### config.mk
export PLATFORM = sky130hd
export DESIGN_NAME = intirvx_alu_v2
export DESIGN_NICKNAME = d
export VERILOG_FILES = /design/src/rtl/intirvx_alu_v2_pkg.sv /design/src/rtl/intirvx_alu_serial_shifter.sv /design/src/rtl/intirvx_alu_v2.sv
export SDC_FILE = /design/constraint.sdc
export NUM_CORES = 1
export LEC_CHECK = 0
export BUFFER_PORTS_ARGS = -buffer_cell sky130_fd_sc_hd__buf_2
export CAP_MARGIN = 15
export CORE_MARGIN = 8
export CORE_UTILIZATION = 28
export CTS_CLUSTER_DIAMETER = 120
export DETAILED_ROUTE_END_ITERATION = 16
export PLACE_DENSITY = 0.53
export SLEW_MARGIN = 20
export SYNTH_ARGS = -nofsm -noshare
export SYNTH_HDL_FRONTEND = slang
export SYNTH_SLANG_ARGS = --single-unit
### constraint.sdc
create_clock -name clk -period 5.4 [get_ports clk]
set_input_delay 0.54 -clock clk [delete_from_list [all_inputs] [get_ports clk]]
set_output_delay 0.54 -clock clk [all_outputs]
set_load 0.005 [all_outputs]
### src/rtl/intirvx_alu_v2_pkg.sv
// Shared types for the intirvx integer ALU: decode bus, sub-unit/select
// encodings and the serial-shift FSM state.
package intirvx_alu_v2_pkg;

   // Default datapath width of the core.
   localparam int CPU_XLEN = 32;

   typedef enum logic [2:0] {
      SU_UPPER  = 3'd0,
      SU_BRANCH = 3'd1,
      SU_ADDSUB = 3'd2,
      SU_CMPLOG = 3'd3,
      SU_SHIFT  = 3'd4
   } alu_sub_unit_e;

   typedef enum logic [3:0] {
      UJ_LUI   = 4'd0,
      UJ_AUIPC = 4'd1,
      UJ_JAL   = 4'd2,
      UJ_JALR  = 4'd3
   } alu_upper_sel_e;

   typedef enum logic [3:0] {
      BR_BEQ  = 4'd0,
      BR_BNE  = 4'd1,
      BR_BLT  = 4'd2,
      BR_BGE  = 4'd3,
      BR_BLTU = 4'd4,
      BR_BGEU = 4'd5
   } alu_branch_sel_e;

   typedef enum logic [3:0] {
      AS_ADD = 4'd0,
      AS_SUB = 4'd1
   } alu_addsub_sel_e;

   typedef enum logic [3:0] {
      CL_SLT  = 4'd0,
      CL_SLTU = 4'd1,
      CL_XOR  = 4'd2,
      CL_OR   = 4'd3,
      CL_AND  = 4'd4
   } alu_cmplog_sel_e;

   typedef enum logic [3:0] {
      SH_SLL = 4'd0,
      SH_SRL = 4'd1,
      SH_SRA = 4'd2
   } alu_shift_sel_e;

   // Issue-side decode fields; sub_unit/sel are kept as raw bits so that
   // undefined encodings can be carried and turned into no-ops.
   typedef struct packed {
      logic [1:0] unit;
      logic [2:0] sub_unit;
      logic [3:0] sel;
      logic       imm;
   } decode_bus_t;

   typedef enum logic {
      ST_IDLE  = 1'b0,
      ST_SHIFT = 1'b1
   } alu_state_e;

   // True for the select codes the shift sub-unit implements.
   function automatic logic is_shift_sel(input logic [3:0] sel);
      return (sel <= SH_SRA);
   endfunction

endpackage

### src/rtl/intirvx_alu_serial_shifter.sv
// Iterative shifter: loads an operand and shift amount, moves one bit per
// cycle, and flags the final step so the caller can enqueue the result
// that is presented combinationally on that same cycle.
module intirvx_alu_serial_shifter
   import intirvx_alu_v2_pkg::*;
#(
   parameter int XLEN = CPU_XLEN
) (
   input  logic                     clk,
   input  logic                     rst_n,
   input  logic                     i_abort,
   input  logic                     i_start,
   input  logic [3:0]               i_op,
   input  logic [XLEN-1:0]          i_data,
   input  logic [$clog2(XLEN)-1:0]  i_shamt,
   output logic                     o_done,
   output logic [XLEN-1:0]          o_result
);

   localparam int SHW = $clog2(XLEN);
   localparam logic [SHW-1:0] C_ONE = {{(SHW-1){1'b0}}, 1'b1};

   logic [SHW-1:0]  r_cnt;
   logic [XLEN-1:0] r_val;
   logic [3:0]      r_op;

   // One-bit step of the selected shift; SRA keeps the sign bit.
   function automatic logic [XLEN-1:0] shift_one(input logic [3:0] op,
                                                 input logic [XLEN-1:0] v);
      case (op)
         SH_SLL:  shift_one = {v[XLEN-2:0], 1'b0};
         SH_SRL:  shift_one = {1'b0, v[XLEN-1:1]};
         SH_SRA:  shift_one = {v[XLEN-1], v[XLEN-1:1]};
         default: shift_one = v;
      endcase
   endfunction

   // Counter and shift register: load on start, step while count is non-zero.
   always_ff @(posedge clk or negedge rst_n) begin
      if (!rst_n) begin
         r_cnt <= '0;
         r_val <= '0;
         r_op  <= 4'd0;
      end else if (i_abort) begin
         r_cnt <= '0;
      end else if (i_start) begin
         r_cnt <= i_shamt;
         r_val <= i_data;
         r_op  <= i_op;
      end else if (r_cnt != '0) begin
         r_cnt <= r_cnt - C_ONE;
         r_val <= shift_one(r_op, r_val);
      end
   end

   // The last step's output is taken directly so no extra cycle is spent.
   assign o_done   = (r_cnt == C_ONE);
   assign o_result = shift_one(r_op, r_val);

endmodule

### src/rtl/intirvx_alu_v2.sv
// Integer ALU: executes unit-0 instructions from the register manager and
// queues results (write-back data, rd, jump redirect) in a small FIFO.
// Shifts are either single-cycle or iterative; an iterative shift reserves
// its queue slot on entry so its final enqueue can never stall.
module intirvx_alu_v2
   import intirvx_alu_v2_pkg::*;
#(
   parameter int XLEN         = CPU_XLEN,
   parameter int DEPTH        = 2,
   parameter int SHIFT_SERIAL = 0
) (
   input  logic             clk,
   input  logic             rst_n,
   input  decode_bus_t      regman_decode,
   input  logic [XLEN-1:0]  regman_pc,
   input  logic [XLEN-1:0]  regman_rs1,
   input  logic [XLEN-1:0]  regman_rs2,
   input  logic [4:0]       regman_rd,
   input  logic [XLEN-1:0]  regman_imm,
   input  logic             regman_valid,
   output logic             regman_ready,
   output logic [XLEN-1:0]  alu_result,
   output logic [4:0]       alu_rd,
   output logic             alu_jump,
   output logic [XLEN-1:0]  alu_jump_addr,
   output logic             alu_valid,
   input  logic             alu_ready,
   input  logic             flush
);

   localparam int SHW  = $clog2(XLEN);
   localparam int PTRW = (DEPTH > 1) ? $clog2(DEPTH) : 1;
   localparam int CNTW = $clog2(DEPTH + 1);
   localparam logic [XLEN-1:0] C_FOUR  = {{(XLEN-3){1'b0}}, 3'b100};
   localparam logic [XLEN-1:0] C_ALIGN = {{(XLEN-1){1'b1}}, 1'b0};
   localparam logic [CNTW-1:0] C_DEPTH = CNTW'(DEPTH);

   typedef struct packed {
      logic [XLEN-1:0] res;
      logic [4:0]      rd;
      logic            jump;
      logic [XLEN-1:0] jump_addr;
   } alu_entry_t;

   alu_state_e       r_state, w_state_next;
   alu_entry_t       r_mem [DEPTH];
   logic [PTRW-1:0]  r_wptr, r_rptr;
   logic [CNTW-1:0]  r_count;
   logic [4:0]       r_shift_rd;

   logic [XLEN-1:0]  w_opb, w_res, w_addr, w_shift_res;
   logic             w_jump, w_taken, w_full, w_accept, w_exec;
   logic             w_start_serial, w_enq, w_deq, w_shift_done;
   alu_entry_t       w_entry;

   function automatic logic [PTRW-1:0] ptr_inc(input logic [PTRW-1:0] p);
      return (p == PTRW'(DEPTH - 1)) ? '0 : p + {{(PTRW-1){1'b0}}, 1'b1};
   endfunction

   assign w_opb = (regman_decode.imm && (regman_decode.sub_unit != SU_BRANCH))
                  ? regman_imm : regman_rs2;

   // Combinational result, branch decision and redirect target.
   always_comb begin
      w_res   = '0;
      w_jump  = 1'b0;
      w_addr  = '0;
      w_taken = 1'b0;
      case (regman_decode.sub_unit)
         SU_UPPER: begin
            case (regman_decode.sel)
               UJ_LUI:   w_res = regman_imm;
               UJ_AUIPC: w_res = regman_pc + regman_imm;
               UJ_JAL:   w_res = regman_pc + C_FOUR;
               UJ_JALR: begin
                  w_res  = regman_pc + C_FOUR;
                  w_jump = 1'b1;
                  w_addr = (regman_rs1 + regman_imm) & C_ALIGN;
               end
               default:  w_res = '0;
            endcase
         end
         SU_BRANCH: begin
            case (regman_decode.sel)
               BR_BEQ:  w_taken = (regman_rs1 == regman_rs2);
               BR_BNE:  w_taken = (regman_rs1 != regman_rs2);
               BR_BLT:  w_taken = ($signed(regman_rs1) <  $signed(regman_rs2));
               BR_BGE:  w_taken = ($signed(regman_rs1) >= $signed(regman_rs2));
               BR_BLTU: w_taken = (regman_rs1 <  regman_rs2);
               BR_BGEU: w_taken = (regman_rs1 >= regman_rs2);
               default: w_taken = 1'b0;
            endcase
            if (w_taken) begin
               w_jump = 1'b1;
               w_addr = regman_pc + regman_imm;
            end else begin
               w_jump = 1'b0;
               w_addr = '0;
            end
         end
         SU_ADDSUB: begin
            case (regman_decode.sel)
               AS_ADD:  w_res = regman_rs1 + w_opb;
               AS_SUB:  w_res = regman_rs1 - regman_rs2;
               default: w_res = '0;
            endcase
         end
         SU_CMPLOG: begin
            case (regman_decode.sel)
               CL_SLT:  w_res = {{(XLEN-1){1'b0}}, ($signed(regman_rs1) < $signed(w_opb))};
               CL_SLTU: w_res = {{(XLEN-1){1'b0}}, (regman_rs1 < w_opb)};
               CL_XOR:  w_res = regman_rs1 ^ w_opb;
               CL_OR:   w_res = regman_rs1 | w_opb;
               CL_AND:  w_res = regman_rs1 & w_opb;
               default: w_res = '0;
            endcase
         end
         SU_SHIFT: begin
            case (regman_decode.sel)
               SH_SLL:  w_res = regman_rs1 << w_opb[SHW-1:0];
               SH_SRL:  w_res = regman_rs1 >> w_opb[SHW-1:0];
               SH_SRA:  w_res = $signed(regman_rs1) >>> w_opb[SHW-1:0];
               default: w_res = '0;
            endcase
         end
         default: w_res = '0;
      endcase
   end

   // The reservation held during an iterative shift counts as occupancy.
   assign w_full       = ((r_count + CNTW'(r_state == ST_SHIFT)) >= C_DEPTH);
   assign regman_ready = (r_state == ST_IDLE) && !w_full;
   assign w_accept     = regman_valid && regman_ready;
   assign w_exec       = w_accept && (regman_decode.unit == 2'd0) && !flush;

   assign w_start_serial = (SHIFT_SERIAL != 0) && w_exec
                           && (regman_decode.sub_unit == SU_SHIFT)
                           && is_shift_sel(regman_decode.sel)
                           && (w_opb[SHW-1:0] != '0);

   generate
      if (SHIFT_SERIAL != 0) begin : g_serial
         intirvx_alu_serial_shifter #(.XLEN(XLEN)) u_shifter (
            .clk      (clk),
            .rst_n    (rst_n),
            .i_abort  (flush),
            .i_start  (w_start_serial),
            .i_op     (regman_decode.sel),
            .i_data   (regman_rs1),
            .i_shamt  (w_opb[SHW-1:0]),
            .o_done   (w_shift_done),
            .o_result (w_shift_res)
         );
      end else begin : g_comb
         assign w_shift_done = 1'b0;
         assign w_shift_res  = '0;
      end
   endgenerate

   // Shift FSM state register.
   always_ff @(posedge clk or negedge rst_n) begin
      if (!rst_n) begin
         r_state <= ST_IDLE;
      end else begin
         r_state <= w_state_next;
      end
   end

   // Shift FSM next state; flush always returns to IDLE.
   always_comb begin
      w_state_next = r_state;
      if (flush) begin
         w_state_next = ST_IDLE;
      end else begin
         case (r_state)
            ST_IDLE:  w_state_next = w_start_serial ? ST_SHIFT : ST_IDLE;
            ST_SHIFT: w_state_next = w_shift_done   ? ST_IDLE  : ST_SHIFT;
            default:  w_state_next = ST_IDLE;
         endcase
      end
   end

   // Destination register of the shift in flight.
   always_ff @(posedge clk or negedge rst_n) begin
      if (!rst_n) begin
         r_shift_rd <= 5'd0;
      end else if (w_start_serial) begin
         r_shift_rd <= regman_rd;
      end
   end

   assign w_enq = (w_exec && !w_start_serial) || (w_shift_done && (r_state == ST_SHIFT));
   assign w_deq = (r_count != '0) && alu_ready;

   always_comb begin
      w_entry = '0;
      if (w_shift_done && (r_state == ST_SHIFT)) begin
         w_entry.res = w_shift_res;
         w_entry.rd  = r_shift_rd;
      end else begin
         w_entry.res       = w_res;
         w_entry.rd        = regman_rd;
         w_entry.jump      = w_jump;
         w_entry.jump_addr = w_addr;
      end
   end

   // Output queue storage, pointers and occupancy; flush empties it.
   always_ff @(posedge clk or negedge rst_n) begin
      if (!rst_n) begin
         for (int i = 0; i < DEPTH; i++) begin
            r_mem[i] <= '0;
         end
         r_wptr  <= '0;
         r_rptr  <= '0;
         r_count <= '0;
      end else if (flush) begin
         r_wptr  <= '0;
         r_rptr  <= '0;
         r_count <= '0;
      end else begin
         if (w_enq) begin
            r_mem[r_wptr] <= w_entry;
            r_wptr        <= ptr_inc(r_wptr);
         end
         if (w_deq) begin
            r_rptr <= ptr_inc(r_rptr);
         end
         r_count <= r_count + CNTW'(w_enq) - CNTW'(w_deq);
      end
   end

   assign alu_valid     = (r_count != '0);
   assign alu_result    = r_mem[r_rptr].res;
   assign alu_rd        = r_mem[r_rptr].rd;
   assign alu_jump      = r_mem[r_rptr].jump;
   assign alu_jump_addr = r_mem[r_rptr].jump_addr;

endmodule

==> impl_metrics.ini <==
[setup_path]
cp_data_required_time_ns = 5.76
critPathSlowestCell = a311oi_1
worstRegToRegCells = 5
arrival_ns = 5.10
cp_max_fo = 32
endpoint_kind = flop
path_class = input pin to flop
critPathMostFrequentCell = a21oi_1
crit_family = compound AO/OA/AOI/OAI gates
r2r_slack_ns = 2.41
cp_cell_sequence = buf_2, or3b_1, and2_2, buf_4, nor2_1, a21o_1, inv_1, ha_1, a21oi_1, o21a_1, o21ai_0, a311oi_1, a21oi_1, a211oi_1, xnor2_1, o2111ai_1, mux2_2
cpPeakStageDelay_ns = 0.74
rr_endpoint = r_mem[66]$_DFFE_PN0P_
critPathLaunchType = input pin
worstReg2RegStart = r_count[1]$_DFF_PN0_
crit_buf_inv = 3

[synthesis]
synth.most_common_cell = nand2_1
synthCells = 2953
synth_area_per_cell_um2 = 7.604
yosysWarningCount = 0
synth-seq-area-share_pct = 16.05
synth_edf_count = 0
synth_area_leaders = dfrtp_1 (16%), ha_1 (10%), mux2_2 (8.1%)
ys_top_cells_by_count = nand2_1 (260), a21oi_1 (233), nor2_1 (208)
yosysUniqueCellTypes = 98
synth.cell_area_um2 = 22450
async_flop_share_pct = 100.0
synth_top_cell_by_area = dfrtp_1
ys.flop_type = dfrtp_1
synth_top_area_share_pct = 16.05
syn_nets = 3286
ys_seq_elements = 144

[drt]
drt_wl_total_um = 120700
drtIter0Drc = 3183
firstDrtPassIters = 8
wire_per_inst_um = 29.01
antenna_left = 0
vias = 25662
via_per_inst = 6.167
route.detailed.drc = 0

[global_route]
grt-ovfl-total = 0
antenna_found_initial = 17
grt_max_degree = 93
grt_pass1_vias = 24203
grt_pass1_wl_um = 173000
grt.total_usage_pct = 25.74

[status]
outcome = complete, no violations

[sta]
max_freq_mhz = 210.7
fin_skew_ns = 0.009223
slew_violations = 0
slew_headroom_pct = 22.99
tightest_slew_ns = 1.126
finalCritPeriodShare_pct = 87.88
finalSetupViolCount = 0
finalSetupTns_ns = 0
period_minus_slack_ns = 4.745
hold_viol = 0
grt_setup_unrepaired = no

[placed_design]
portBuffers = 219
placed_area_um2 = 24770
place_congestion = 1.121
dp_hpwl_um = 96210

[floorplan]
start_util_pct = 28.06
dieArea_um2 = 89510
rows = 104
fp.coreArea_um2 = 80030
io_pins = 220
die_width_um = 299.2
die_h_um = 299.2

[pwr]
combPwrFrac_pct = 51.3
p_sw_share_pct = 44.40
ir_worst_vdd_uv = 249.2
intPower_mw = 2.947
leakagePower_nw = 11.17
seqPwrFrac_pct = 24.0
p_total_mw = 5.300
p_clk_share_pct = 24.8
p_per_area_nw_per_um2 = 208.2
switchingPower_mw = 2.353

[worst_hold_path]
hold_class = input pin to asynchronous set/reset pin

[cts]
post_cts_buffers = 0
cts.sink_count = 144
cts-buffers-inserted = 17
holdBufCountCts = 0
cts_root_buffer = clkbuf_16
cts_resized = 0
path_clk_slew_ns = 0.07
htreeDepth = 4
cts_tree = built
insertion_delay_ns = 0.47
cts_buffer_depth = 2

[layout]
multiInputGateArea_um2 = 17460
fin_nets = 3405
drive_above_1_share_pct = 18.02
syn_to_final_growth_pct = 13.36
fin_area_um2 = 25450
regArea_um2 = 3607
num-fill-cells = 8727

[flow_run]
max_cap_violations = 0
[final cells by class]
cell class	count	area share (%)
multi-input cells	2455	68.61
flip-flops and latches	144	14.17
repair buffers	307	7.172
well taps	1060	5.211
inverters	147	2.168
clock buffers	21	1.809
clock inverters	11	0.6980
diodes	16	0.1573
[flip-flops by register name, summed over array words and instances, names as in the netlist]
name / flops
r_rptr: 1
r_wptr: 1
r_count: 2
r_mem: 140
[how the worst max path moves through the flow]
stage	slack, ns	startpoint	depth (start not counted)	endpoint
5_1_grt	0.47	regman_decode[5]	15	r_mem[137]$_DFFE_PN0P_
4_1_cts	0.85	regman_decode[5]	15	r_mem[137]$_DFFE_PN0P_
2_1_floorplan	0.59	regman_decode[0]	19	r_mem[137]$_DFFE_PN0P_
3_3_place_gp	0.39	regman_decode[5]	16	r_mem[137]$_DFFE_PN0P_
6_report	0.65	regman_decode[5]	17	r_mem[127]$_DFFE_PN0P_
3_5_place_dp	0.33	regman_decode[5]	15	r_mem[137]$_DFFE_PN0P_
[cell families (layout without fill, tap and decap cells)]
kind of cell	Yosys count	count (layout)	synth area share (%)
adders and majority gates	185	185	10.44
other	0	16	0
and+or+nand+nor	828	828	17.85
DFF	144	144	16.05
xor gates and xnor gates	117	117	4.564
AOI/OAI and AO/OA	1076	1076	32.61
muxes	249	249	12.04
buffers and inverters	354	486	6.442
[layout by cell type, fill, tap and decap left out, types with 25 or more instances in the layout]
cell type	netlist	layout
or3_1	25	25
a211oi_1	77	77
mux2_2	162	162
nand4_1	39	39
xnor2_1	64	64
buf_2	37	218
o21ai_0	161	161
nand2_1	260	260
nor2_1	208	206
dfrtp_1	144	143
a31oi_1	43	43
o211ai_1	101	101
nor3_1	60	60
ha_1	181	181
o22ai_1	38	38
inv_1	141	141
o2111ai_1	32	32
nand2b_1	25	25
a21oi_1	233	232
buf_4	7	83
nand3_1	67	67
xor2_1	53	53
a21o_1	77	77
a22oi_1	44	44
mux2i_1	85	85
[routing by layer]
metal | GRT usage [%] | vias to the layer above | wire (um)
met5 | 0 | - | 71
met3 | 6.239 | 337 | 12540
li1 | - | 11455 | -
met1 | 33.74 | 12291 | 49250
met4 | 14.83 | 10 | 7949
met2 | 38.29 | 1569 | 50880
[through the flow]
step,hold slack [ns],utilization (%),setup slack [ns],cells
after global placement,0.4542,30.96,0.3925,4113
final,0.1599,31.81,0.6547,4161
after detailed placement,0.4643,30.96,0.3312,4113
after global routing,0.2082,31.77,0.4690,4148
after floorplan,0.2444,-,0.5924,2953
after CTS,0.1722,31.75,0.8460,4145
[power groups by stage]
stage | Clock, mW | Combinational, mW | Sequential, mW
floorplan | 0 | 1.74 | 1.22
global placement | 0 | 2.63 | 1.29
detailed placement | 0 | 2.62 | 1.29
CTS | 1.35 | 2.64 | 1.27
global route | 1.39 | 2.90 | 1.29
finish | 1.31 | 2.72 | 1.27
No activity file was read; power rests on OpenSTA's default activity.
